===== src/rtl/sp_ram_be_pipe.sv =====
// Single-port synchronous RAM with per-byte write enables, req/ready handshake,
// post-reset clear sweep, selectable write-read return mode and optional output register.
module sp_ram_be_pipe #(
  parameter int unsigned DATA_W     = 128,
  parameter int unsigned ADDR_W     = 3,
  parameter int unsigned RD_MODE    = 0,
  parameter int unsigned OUT_REG    = 0,
  parameter bit          CLEAR_INIT = 1'b1
) (
  input  logic                clk,
  input  logic                rst,
  input  logic                req,
  input  logic                we,
  input  logic [ADDR_W-1:0]   addr,
  input  logic [DATA_W/8-1:0] be,
  input  logic [DATA_W-1:0]   data_in,
  output logic                ready,
  output logic [DATA_W-1:0]   data_out,
  output logic                rd_valid
);

  localparam int unsigned NB    = DATA_W / 8;
  localparam int unsigned DEPTH = 1 << ADDR_W;

  typedef enum logic {ST_CLEAR, ST_RUN} state_t;

  state_t              r_state, w_state_nxt;
  logic [ADDR_W-1:0]   r_clr_ptr, w_clr_ptr_nxt;
  logic                w_clr_en;
  logic [DATA_W-1:0]   r_mem [DEPTH];

  logic                w_acc, w_wr, w_ret;
  logic [DATA_W-1:0]   w_old, w_merged, w_rdata;
  logic                r_valid;
  logic [DATA_W-1:0]   r_dout;

  always_ff @(posedge clk) begin
    if (rst) begin
      r_state   <= CLEAR_INIT ? ST_CLEAR : ST_RUN;
      r_clr_ptr <= '0;
    end else begin
      r_state   <= w_state_nxt;
      r_clr_ptr <= w_clr_ptr_nxt;
    end
  end

  always_comb begin
    w_state_nxt   = r_state;
    w_clr_ptr_nxt = r_clr_ptr;
    w_clr_en      = 1'b0;
    case (r_state)
      ST_CLEAR: begin
        w_clr_en      = 1'b1;
        w_clr_ptr_nxt = r_clr_ptr + ADDR_W'(1);
        if (r_clr_ptr == '1) w_state_nxt = ST_RUN;
      end
      ST_RUN:  ;
      default: w_state_nxt = ST_RUN;
    endcase
  end

  assign ready = (r_state == ST_RUN) && !rst;
  assign w_acc = req && ready;
  assign w_wr  = w_acc && we;
  assign w_old = r_mem[addr];

  always_comb begin
    w_merged = w_old;
    for (int unsigned i = 0; i < NB; i++)
      if (be[i]) w_merged[8*i +: 8] = data_in[8*i +: 8];
  end

  // Writes return data only in READ_FIRST / WRITE_FIRST modes
  assign w_ret   = w_acc && (!we || (RD_MODE != 0));
  assign w_rdata = (we && (RD_MODE == 2)) ? w_merged : w_old;

  // Clear sweep and accepted writes never coincide: ready is low during CLEAR
  always_ff @(posedge clk) begin
    if (w_clr_en) begin
      r_mem[r_clr_ptr] <= '0;
    end else if (w_wr) begin
      for (int unsigned i = 0; i < NB; i++)
        if (be[i]) r_mem[addr][8*i +: 8] <= data_in[8*i +: 8];
    end
  end

  if (OUT_REG != 0) begin : g_oreg
    logic              r_p_v;
    logic [DATA_W-1:0] r_p_d;
    always_ff @(posedge clk) begin
      if (rst) begin
        r_p_v   <= 1'b0;
        r_p_d   <= '0;
        r_valid <= 1'b0;
        r_dout  <= '0;
      end else begin
        r_p_v   <= w_ret;
        if (w_ret) r_p_d <= w_rdata;
        r_valid <= r_p_v;
        if (r_p_v) r_dout <= r_p_d;
      end
    end
  end else begin : g_noreg
    always_ff @(posedge clk) begin
      if (rst) begin
        r_valid <= 1'b0;
        r_dout  <= '0;
      end else begin
        r_valid <= w_ret;
        if (w_ret) r_dout <= w_rdata;
      end
    end
  end

  assign rd_valid = r_valid;
  assign data_out = r_dout;

  a_req_known: assert property (@(posedge clk) ready |-> !$isunknown({req, we}));

endmodule


===== config.mk =====
export PLATFORM = sky130hd
export DESIGN_NAME = sp_ram_be_pipe
export DESIGN_NICKNAME = d
export VERILOG_FILES = /design/src/rtl/sp_ram_be_pipe.sv
export SDC_FILE = /design/constraint.sdc
export NUM_CORES = 1
export LEC_CHECK = 0
export ABC_AREA = 1
export CORE_ASPECT_RATIO = 1.4
export CORE_MARGIN = 2
export CORE_UTILIZATION = 48
export DETAILED_ROUTE_END_ITERATION = 7
export PLACE_DENSITY = 0.69
export SKIP_CTS_REPAIR_TIMING = 1
export SLEW_MARGIN = 5
export SYNTH_ARGS = -nofsm -noshare
export SYNTH_HDL_FRONTEND = slang
export SYNTH_SLANG_ARGS = --single-unit
export TNS_END_PERCENT = 5

===== constraint.sdc =====
create_clock -name clk -period 2.7 [get_ports clk]
set_clock_uncertainty 0.1 [all_clocks]
set_input_delay 0.54 -clock clk [delete_from_list [all_inputs] [get_ports clk]]
set_output_delay 0.54 -clock clk [all_outputs]
set_load 0.01 [all_outputs]

==> results by group <==
Status
  – Status: completed

Route
  – DRC: 0
  – DR WL/cell: 22.85 um
  – Total routed wirelength: 119,900 um
  – Max Used Layer: met4
  – Drt via density: around 5.8
  – Detail Route Antenna Nets: 0
  – Metal2 WL: 60,660 um
  – Via count: 30,207
  – Met1 WL: 47,250 um
  – Iteration-0 DRC count of the detailed router: 2,914
  – 1st-pass router iterations: 7
  – Met3 wire len: 7980 um

Die
  – Die Wd: 262.4 um
  – Num ports: 281
  – Chip Height: 365.7 um
  – Die ar.: 95,960 um^2
  – Site row count: 132
  – Initial Util: 48.42%
  – Core area: 92,650 um^2

Placement
  – Port-buffer cells: 280
  – Placed wire-length estimate: roughly 78,000 um
  – Post-DP Area: 50,770 um^2
  – RePlAce Congestion: 0.8195
  – Dpl cells: a little over 5,000

Timing
  – Hold Vio Cnt, Final: 0
  – Period utilization: a little over 90%
  – Slew @ Worst Pin: 1.027 ns
  – Post-route minimum period: between 2 and 3 ns
  – Setup TNS: 0 ns
  – Slew Viols, Final: 0
  – Fmax: 398.4 MHz
  – Worst rel slew slack: 31.50%
  – Setup violations, final: 0
  – RSZ-0062 raised after global routing: false

Clocking
  – Worst-path clk slew: 0.06 ns
  – CTS tree: yes
  – Clock tree buffer depth: 3
  – H-tree levels: 3
  – CTS root buffer: clkbuf_16
  – Clock sinks: 1,157
  – Worst skew pair latency: approximately 0.7 ns
  – CTS Buf Count: 102

Logic synthesis
  – Gate Count Post-Synth: 3,549
  – Post-synth EDFFs: 1,024
  – Syn Nets: 3,702
  – Synthesized area per cell: 12.64 um^2
  – Mapped Area: ~45,000 um^2
  – Unique masters post-synth: 26
  – Synth Flop Type: edfxtp_1
  – Ys Warns: 0
  – Yosys reg bits: 1,157
  – Seq/Total Area, Yosys: around three quarters
  – Asr flop ratio synth: 0%

Power and ir drop
  – Maximum VDD drop: 0.5073 mV
  – P per Cell Area: just over 700 nW/um^2
  – Leakage: 18.77 nW

Critical path
  – Slowest CP cell: nor2_1
  – Worst setup path class: reg2reg
  – Worst endpoint data arrival time: 2.84 ns
  – Startpoint Class: flip-flop
  – Worst-path cell chain: nand3_2 -> nor2_4 -> buf_4 -> o21ai_2 -> nand2_2 -> nor2_4 -> nand2_4 -> inv_6 -> buf_12 -> buf_4 -> nor2_1
  – Crit end category: flip-flop
  – CP Max Fanout: 27
  – Req. time, crit path: between 3 and 4 ns
  – Worst r2r path cells: 11
  – Largest stage delay, worst path: between 0.4 and 0.5 ns

Worst hold path
  – Hold Path Cell Cnt: 2
  – Worst min-delay path class: reg2reg

Cells and area
  – Commonest cells after routing, fill and taps aside: 1,024 x edfxtp_1, 776 x o21ai_0, 773 x nor2_1, 276 x clkdlybuf4s50_1, 235 x buf_4
  – Layout cells sized above 1: 11.56%
  – Most common cell after layout, fill and taps aside: edfxtp_1
  – Area grow syn2layout: 21.08%
  – Fin util: between 50% and 60%
  – Non-Filler Instances: 5,247
  – Register area: about 33,000 um^2
  – Post-route cell area: 54,320 um^2
  – Post-layout net count: 4,104
  – Multi-input gate area: 9848 um^2
  – Ant diodes: 0
  – Fill count: 7,207

Global route
  – Total grt overflow: 0
  – Largest net degree at the start of global routing: 163
  – First-pass GRT wire length: 180,000 um
  – Total GRT Usage: 24.61%
  – Initial antenna violation count: 0
  – Vias in the first global route: 29,700

Run
  – Number of max-cap violations: 0
[cell families (layout without fill, tap and decap cells)]
family | count (synthesis) | count (layout) | synth area share [%]
adders and majority gates | 2 | 2 | 0.05577
AOI/OAI and AO/OA | 1180 | 1180 | 14.62
DFF | 1157 | 1157 | 74.47
and+or+nand+nor | 811 | 811 | 7.262
buffers and inverters | 399 | 891 | 3.592
[power breakdown]
| group | switching, mW | internal, mW | leakage [nW] | total, mW |
|---|---|---|---|---|
| sequential | 0.220 | 20.4 | 10.3 | 20.6 |
| combinational | 2.02 | 1.06 | 6.79 | 3.08 |
| clock | 6.51 | 8.72 | 1.71 | 15.2 |
| total | 8.75 | 30.1 | 18.8 | 38.9 |
[state kept, by name, indices dropped and copies added (netlist names)]
name and cells:
data_out 128, r_mem 1024, r_state 1, rd_valid 1, r_clr_ptr 3
[worst max-delay path, delay by kind of cell (launching register included)]
family / cells / cell delay [ns]
buffers and inverters: 4 / 0.65
and+or+nand+nor: 6 / 1.03
DFF: 1 / 0.37
AOI/OAI and AO/OA: 1 / 0.05
[stage by stage]
step	power, mW	hold slack, ns	setup WS (ns)
after detailed placement	24.04	0.4192	-0.5217
after global routing	40.03	0.4526	0.01571
after global placement	23.98	0.4123	-0.5153
final	38.90	0.4362	0.1900
after CTS	39.05	0.4303	-0.1733
after floorplan	22.41	0.3804	0.1625
[final timing paths]
kind | startpoint | end | slack (ns)
max | r_state | r_mem[7][1] | 0.19
min | data_out[62] | data_out[62] | 0.44
max reg2reg | r_state | r_mem[7][1] | 0.19
min reg2reg | data_out[62] | data_out[62] | 0.44
[layout make-up]
type / instances / area share (%)
sequential: 1157 / 61.51
tap: 1206 / 2.778
clock inverter: 43 / 1.025
clock buffer: 151 / 5.454
timing repair buffer: 561 / 10.12
inverter: 136 / 0.9858
multi-input combinational: 1993 / 18.13
[Yosys cell counts, drive strengths merged (2+ instances only)]
cell type	count	area, um^2
a21oi	145	725.7
buf	49	297.8
clkbuf	214	803.3
dfxtp	133	2663
edfxtp	1024	30750
ha	2	25.02
inv	135	506.7
nand2	17	121.4
nand3	13	170.2
nand3b	2	15.01
nor2	779	2952
o21ai	779	3910
o221ai	128	1121
o22ai	128	800.8
[layer usage]
metal	up-vias	GRT usage [%]
li1	13838	-
met1	14878	31.98
met2	1296	42.22
met3	195	3.226
met4	0	9.450
met5	-	0
Note: power is estimated with default switching activity, not from simulation.
